**src/rtl/display_pkg.sv**
```systemverilog
// rtl/display_pkg.sv - shared constants and state encoding for the digit scan driver
package display_pkg;

    localparam int DIGIT_W          = 4;
    localparam int PRESCALE_DEFAULT = 50000;
    localparam int GUARD_DEFAULT    = 2;

    typedef enum logic [1:0] {
        ST_IDLE  = 2'd0,
        ST_ON    = 2'd1,
        ST_GUARD = 2'd2
    } scan_state_t;

endpackage

```
**src/rtl/lead_zero_mask.sv**
```systemverilog
// rtl/lead_zero_mask.sv - per-digit mask of nibbles that are leading zeros
module lead_zero_mask
    import display_pkg::*;
#(
    parameter int NUM_DIGITS = 4
)
(
    input  logic [DIGIT_W*NUM_DIGITS-1:0] disp_reg,
    output logic [NUM_DIGITS-1:0]         mask
);

    logic zero_above;

    // Walk from the most significant digit down; digit 0 is never a leading zero.
    always_comb begin
        mask       = '0;
        zero_above = 1'b1;
        for (int i = NUM_DIGITS - 1; i >= 0; i--) begin
            zero_above = zero_above & (disp_reg[DIGIT_W*i +: DIGIT_W] == '0);
            mask[i]    = zero_above && (i != 0);
        end
    end

endmodule

```
**src/rtl/digit_scan_driver.sv**
```systemverilog
// rtl/digit_scan_driver.sv - time-multiplexed 7-segment digit scan with pending buffer
module digit_scan_driver
    import display_pkg::*;
#(
    parameter int NUM_DIGITS   = 4,
    parameter int PRESCALE     = PRESCALE_DEFAULT,
    parameter int GUARD_CYCLES = GUARD_DEFAULT
)
(
    input  logic                          clk,
    input  logic                          rst_n,
    input  logic [DIGIT_W*NUM_DIGITS-1:0] value_in,
    input  logic                          load,
    output logic                          load_ready,
    input  logic                          blank_lz,
    output logic [DIGIT_W-1:0]            digit_out,
    output logic [NUM_DIGITS-1:0]         digit_sel,
    output logic                          blank,
    output logic                          frame_done
);

    localparam int IDX_W   = (NUM_DIGITS > 1) ? $clog2(NUM_DIGITS) : 1;
    // The counter also holds the guard reload, so size it for the larger of the two.
    localparam int CNT_MAX = (PRESCALE > GUARD_CYCLES) ? PRESCALE : GUARD_CYCLES;
    localparam int CNT_W   = $clog2(CNT_MAX);

    localparam logic [IDX_W-1:0]      LAST_IDX   = IDX_W'(NUM_DIGITS - 1);
    localparam logic [CNT_W-1:0]      ON_LOAD    = CNT_W'(PRESCALE - 1);
    localparam logic [CNT_W-1:0]      GUARD_LOAD = CNT_W'(GUARD_CYCLES - 1);
    localparam logic [NUM_DIGITS-1:0] ALL_OFF    = '1;

    scan_state_t                   state;
    logic [DIGIT_W*NUM_DIGITS-1:0] disp_reg;
    logic [DIGIT_W*NUM_DIGITS-1:0] pend_reg;
    logic                          pend_valid;
    logic [IDX_W-1:0]              idx;
    logic [IDX_W-1:0]              idx_inc;
    logic [CNT_W-1:0]              cnt;
    logic [NUM_DIGITS-1:0]         lz_mask;

    function automatic logic [NUM_DIGITS-1:0] sel_for(input logic [IDX_W-1:0] i);
        return ~(NUM_DIGITS'(1) << i);
    endfunction

    lead_zero_mask #(
        .NUM_DIGITS (NUM_DIGITS)
    ) u_lead_zero_mask (
        .disp_reg (disp_reg),
        .mask     (lz_mask)
    );

    assign load_ready = ~pend_valid;
    assign idx_inc    = idx + IDX_W'(1);

    // Every entry into ON lands on digit 0 after a display swap, and digit 0 is
    // never blanked, so blank can be registered from the current disp_reg.
    always_ff @(posedge clk or negedge rst_n) begin
        if (!rst_n) begin
            state      <= ST_IDLE;
            disp_reg   <= '0;
            pend_reg   <= '0;
            pend_valid <= 1'b0;
            idx        <= '0;
            cnt        <= '0;
            digit_out  <= '0;
            digit_sel  <= ALL_OFF;
            blank      <= 1'b1;
            frame_done <= 1'b0;
        end else begin
            frame_done <= 1'b0;

            if (load && !pend_valid) begin
                pend_reg   <= value_in;
                pend_valid <= 1'b1;
            end

            case (state)
                ST_IDLE: begin
                    if (pend_valid) begin
                        disp_reg   <= pend_reg;
                        pend_valid <= 1'b0;
                        idx        <= '0;
                        cnt        <= ON_LOAD;
                        state      <= ST_ON;
                        digit_sel  <= sel_for('0);
                        digit_out  <= pend_reg[DIGIT_W-1:0];
                        blank      <= 1'b0;
                    end
                end

                ST_ON: begin
                    if (cnt == '0) begin
                        cnt       <= GUARD_LOAD;
                        state     <= ST_GUARD;
                        digit_sel <= ALL_OFF;
                        blank     <= 1'b1;
                    end else begin
                        cnt   <= cnt - CNT_W'(1);
                        blank <= blank_lz & lz_mask[idx];
                    end
                end

                ST_GUARD: begin
                    if (cnt == '0) begin
                        cnt   <= ON_LOAD;
                        state <= ST_ON;
                        if (idx == LAST_IDX) begin
                            idx        <= '0;
                            frame_done <= 1'b1;
                            digit_sel  <= sel_for('0);
                            blank      <= 1'b0;
                            if (pend_valid) begin
                                disp_reg   <= pend_reg;
                                pend_valid <= 1'b0;
                                digit_out  <= pend_reg[DIGIT_W-1:0];
                            end else begin
                                digit_out  <= disp_reg[DIGIT_W-1:0];
                            end
                        end else begin
                            idx       <= idx_inc;
                            digit_sel <= sel_for(idx_inc);
                            digit_out <= disp_reg[DIGIT_W*idx_inc +: DIGIT_W];
                            blank     <= blank_lz & lz_mask[idx_inc];
                        end
                    end else begin
                        cnt <= cnt - CNT_W'(1);
                    end
                end

                default: begin
                    state     <= ST_IDLE;
                    digit_sel <= ALL_OFF;
                    blank     <= 1'b1;
                end
            endcase
        end
    end

endmodule

```
**config.mk**
```make
export PLATFORM = sky130hd
export DESIGN_NAME = digit_scan_driver
export DESIGN_NICKNAME = d
export VERILOG_FILES = /design/src/rtl/display_pkg.sv /design/src/rtl/lead_zero_mask.sv /design/src/rtl/digit_scan_driver.sv
export SDC_FILE = /design/constraint.sdc
export NUM_CORES = 1
export LEC_CHECK = 0
export CAP_MARGIN = 20
export CORE_MARGIN = 3
export CORE_UTILIZATION = 59
export CTS_BUF_LIST = sky130_fd_sc_hd__clkbuf_4 sky130_fd_sc_hd__clkbuf_8
export DETAILED_ROUTE_END_ITERATION = 8
export GPL_TIMING_DRIVEN = 0
export PLACE_DENSITY = 0.82
export SLEW_MARGIN = 25
export SYNTH_ARGS = -nofsm -noshare
export SYNTH_HDL_FRONTEND = slang
export SYNTH_SLANG_ARGS = --single-unit
```
**constraint.sdc**
```tcl
create_clock -name clk -period 3.3 [get_ports clk]
set_input_delay 0.66 -clock clk [delete_from_list [all_inputs] [get_ports clk]]
set_output_delay 0.66 -clock clk [all_outputs]
set_load 0.005 [all_outputs]
```
Word-level counts from Yosys, hierarchy flattened
Index checks and enable logic that the tools add are counted.

cells by class
  multiplexer cells = 43
  eq/ne operators = 7
  bitwise operators = 6
  $add $sub $neg = 2
  shift operators = 2
  magnitude comparators = 2
  reductions and logical operators = 14

operators with widths
  operator                 number
  $mux W16                 6
  $pmux W16 S3             1
  $mux W4                  8
  $pmux W16 S2             1
  $logic_not A16 Y1        1
  $shiftx A16 B5 Y4        1
  $sub A16 B1 Y16 const B  1
  $mux W1                  13
  $logic_not A4 Y1         3
  $mux W2                  6
  $pmux W4 S3              1
  $reduce_and A3 Y1        3
  $ne A2 B2 Y1 const B     4
  $pmux W4 S2              1
  $lt A2 B3 Y1 const B     2
  $pmux W2 S3              1
  $and A1 B1 Y1            4
  $bmux W1 S2              2
  $eq A2 B2 Y1 const B     2
  $not A4 Y4               1
  $pmux W2 S2              1
  $reduce_and A2 Y1        2
  $shl A1 B2 Y4 const A    1
  $pmux W1 S3              1
  9 further kinds          9

storage, ports and cells
  word-level logic and storage cells = 86
  output and inout bits = 11
  register bits = 63

Depth between registers and ports, before layout
  depth in word-level cells = 9
  gate-level depth with buffers = 9
  mapped depth without buffers = 7

By module
A second synthesis with hierarchy kept.

second synthesis, totals
  cell total of the unflattened synthesis = 377
  area, all modules = 3746.1 um^2

modules (own cells, without submodules)
  module             area each (um^2)  cells each  seq. area each (um^2)  times used
  digit_scan_driver  3691.0            369         1582.8                 1
  lead_zero_mask     55.1              8           0.0                    1

Worst setup path before layout
No wires, ideal clock.

  kind = reg-to-reg
  start = register idx[0]
  end = register digit_out[2]
  arrival = 2410 ps
  period minus slack after synthesis = 2536 ps
  cell stages (with the launch flop) = 9
  data required time = 3174 ps
  library setup time = 126 ps
  path slack = 764 ps
  path through = dfrtp_1 clkbuf_1 inv_1 ha_1 clkbuf_1 mux4_2 o22ai_1 a21oi_1 a221o_1

on the way
  word-level cells in the longest chain between the ends = 5

ends and longest elaborated chain
  element                 RTL line                  text
  from (decl)             digit_scan_driver.sv:36   logic [IDX_W-1:0] idx;
  from (signal assigned)  digit_scan_driver.sv:120  idx <= idx_inc;
  $add A2 B1 Y2           digit_scan_driver.sv:53   assign idx_inc = idx + IDX_W'(1);
  $shiftx A16 B5 Y4       digit_scan_driver.sv:122  digit_out <= disp_reg[DIGIT_W*idx_inc +: DIGIT_W];
  $mux W4 *               digit_scan_driver.sv:107  if (idx == LAST_IDX) begin
  $mux W4 *               digit_scan_driver.sv:104  if (cnt == '0) begin
  $pmux W4 S2 *           digit_scan_driver.sv:77   case (state)
  to (signal assigned)    digit_scan_driver.sv:86   digit_out <= pend_reg[DIGIT_W-1:0];
  to (signal assigned)    digit_scan_driver.sv:115  digit_out <= pend_reg[DIGIT_W-1:0];
  to (signal assigned)    digit_scan_driver.sv:122
  to (decl)               digit_scan_driver.sv:16   output logic [DIGIT_W-1:0] digit_out,

Mark *: on every way between the ends. The rest lies on a longest branch, timed or not. The select of a mux whose other input is x is not followed.
A chain may end at the register's enable or synchronous reset.

Worst setup path after layout
  start = register idx[0]
  end = register digit_out[0]

Same word-level chain as after synthesis.

==> run summary <==
register area: 1580 sq um
Placed Area: 3700 sq um
synthesized cell area: 3290 sq um
Clock Skew: 0.0104 ns
Post-CTS Setup Bufs: 0
drc violations: 0
Critical Path End Type: flip-flop
n_diodes: 0
met3 wire len: 371 um
share of layout cells above drive strength 1: 20.6%
final setup fails: 0
top cell family by delay on the critical path: buffers and inverters
NumNets Final: 371
outcome: finished, final reports clean
part of the power in registers: 40.1%
H-tree depth: 3
multi-input logic area: 1590 sq um
Setup crit start kind: flip-flop
commonest non-fill, non-tap cells in the layout: 58 x dfrtp_1, 31 x mux2_2, 29 x clkdlybuf4s50_1, 27 x nor2_1, 22 x a21oi_1
Tmin final: 2.98 ns
number of synthesized flops with an enable pin: 0
kind of critical path: reg2reg
crit-path max FO: 10
area of the core: 5240 sq um
Max clock buf depth: 2
switch share: 36.6%
Routed met2 length: 3270 um
routed length per instance: 16.5 um
Die Height: 80.7 um
Final Hold Viols: 0
Routed WL: 6850 um
fin. max-slew vios: 0
CP dominant cell by count: clkbuf_1
Antenna Nets Post-Route: 0
Peak VDD IR: 0.503 mV
synth warn: 0
Hold Buf Count CTS: 0
Yosys reg bits: 63
via count: 2547
overall power: 3.44 mW
average cell area after synthesis: 11.1 sq um
Arr. time, crit path: 3.20 ns
largest net degree at the start of global routing: 38
Clk network pwr share: 19.6%
layout overhead on the synthesized area: 18.3%
Slew HR: 43.5%
setup TNS: 0 ns
cts repair resizes: 0
Filler Cells Inserted: 371
cell area after layout: 3890 sq um
library cells used by synthesis: 47
Crit path buffers/inverters: 3
logic gate share of total power: 40.2%
Final GP Congestion: 0.922
final critical-path share of the clock period: 90.2%
via count of the first global-routing pass: 2529
Max Fclk: 336 MHz
Async SR Flop Fraction: 100%
Main synth FF type: dfrtp_1
post-synthesis sequential area ratio: 48.1%
DR top layer: met4
DP HPWL: 4870 um
initial antenna violation count: 0
overall global routing resource usage: 24.3%
Post-Syn Instances: 297
Net Count, Synth: 329
Worst Tran Pin Value: 0.841 ns
Vias/cell: 6.15
CP required: 3.53 ns
RSZ-0062 raised after global routing: no
Clock Latency Late Sink: 0.35 ns
cell-internal power: 2.18 mW
io pins: 31
PwrDens: 883 nW/um^2
max incr delay on CP: 0.57 ns
switching power: 1.26 mW
die width: 80.7 um
Met1 Wirelength: 3030 um
most common cell after layout, fill and taps aside: dfrtp_1
Leak: 1.58 nW
Initial DRC Count: 234
CTS buffer count: 9
IO buf count: 30
Max-Cap Viols: 0
clk root buf: clkbuf_8
total grt overflow: 0
full die area: 6510 sq um
CTS tree: done
clock-pin transition on the worst setup and hold timing paths: 0.07 ns
slowest stage cell, crit path: mux4_2
first-pass GRT wire length: 12000 um
First-pass DRT Iterations: 5
total clock sinks: 63
initial core utilization: 62.9%
num rows: 26
Hold WC Path Type: in2async
CP Cell Sequence: clkbuf_1, inv_1, ha_1, clkbuf_1, mux4_2, o22ai_1, a21oi_1, a221o_1
area by class of cell:
type                    instances  share of cell area [%]
well taps                      70                    2.25
clock inverters                 6                    1.54
plain buffers                  15                    2.06
clock buffers                  10                    3.53
inverters                      10                   0.964
flip-flops and latches         63                    40.6
repair buffers                 31                    8.16
multi-input cells             209                    40.9
Yosys cell counts, drive strengths merged (3+ instances only):
| master | count | area share [%] |
|---|---|---|
| nor2 | 27 | 3.1 |
| o21a | 4 | 0.91 |
| dfstp | 5 | 4.0 |
| o21ai | 12 | 2.2 |
| buf | 5 | 1.3 |
| nand3 | 8 | 1.2 |
| ha | 12 | 4.6 |
| inv | 10 | 1.1 |
| nor4 | 8 | 2.0 |
| dfrtp | 58 | 44 |
| mux2 | 33 | 11 |
| nor3 | 6 | 1.1 |
| o22ai | 4 | 0.76 |
| o22a | 7 | 1.9 |
| or4 | 3 | 0.80 |
| nand2b | 5 | 0.95 |
| a221o | 4 | 1.2 |
| a21oi | 23 | 3.8 |
| mux4 | 4 | 2.7 |
| o31ai | 4 | 0.91 |
| nand2 | 13 | 1.5 |
| clkbuf | 10 | 1.1 |
| a31oi | 14 | 2.7 |
routing by layer:
metal / up-vias / GRT usage, %
li1: 1187 / -
met5: - / 0
met4: 0 / 12.3
met3: 14 / 4.71
met2: 102 / 38.4
met1: 1244 / 31.8
power by group through the flow:
| stage | Sequential (mW) | Combinational, mW | Clock [mW] |
|---|---|---|---|
| final | 1.38 | 1.38 | 0.674 |
| after global routing | 1.43 | 1.55 | 0.714 |
| after CTS | 1.38 | 1.39 | 0.688 |
| after detailed placement | 1.39 | 1.38 | 0 |
| after global placement | 1.37 | 1.33 | 0 |
| after floorplan | 1.30 | 1.06 | 0 |
per-stage QoR:
step | utilization (%) | setup slack [ns] | instances | hold slack, ns
after floorplan | - | 0.764 | 297 | 0.364
after global placement | 70.3 | -0.445 | 397 | 0.463
after detailed placement | 70.6 | 0.354 | 398 | 0.469
after CTS | 74.4 | 0.349 | 414 | 0.222
after global routing | 74.4 | 0.184 | 414 | 0.233
final | 74.4 | 0.324 | 414 | 0.219
worst register-to-register path, stage by stage, from the launching register on:
cell      delay (ns)
dfrtp_1         0.47
clkbuf_1        0.39
inv_1           0.13
ha_1            0.30
clkbuf_1        0.36
mux4_2          0.57
o22ai_1         0.21
a21oi_1         0.10
a221o_1         0.34
final timing paths:
check,startpoint,end,slack [ns],cells past startpoint
min reg2reg,cnt[13],cnt[13],0.48,1
max in group asynchronous,rst_n,blank,2.51,2
min,rst_n,pend_valid,0.22,1
max,idx[0],digit_out[0],0.32,8
max reg2reg,idx[0],digit_out[0],0.32,8
min in group clk,cnt[13],cnt[13],0.48,1
logic make-up after synthesis:
kind of cell	synth area share, %
AO/OA/AOI/OAI	16.8
AND/OR/NAND/NOR	12.6
flip-flops	48.1
multiplexers	14.3
buffers and inverters	3.57
adder cells (fa/ha/maj)	4.56
(Power assumes the default switching activity.)
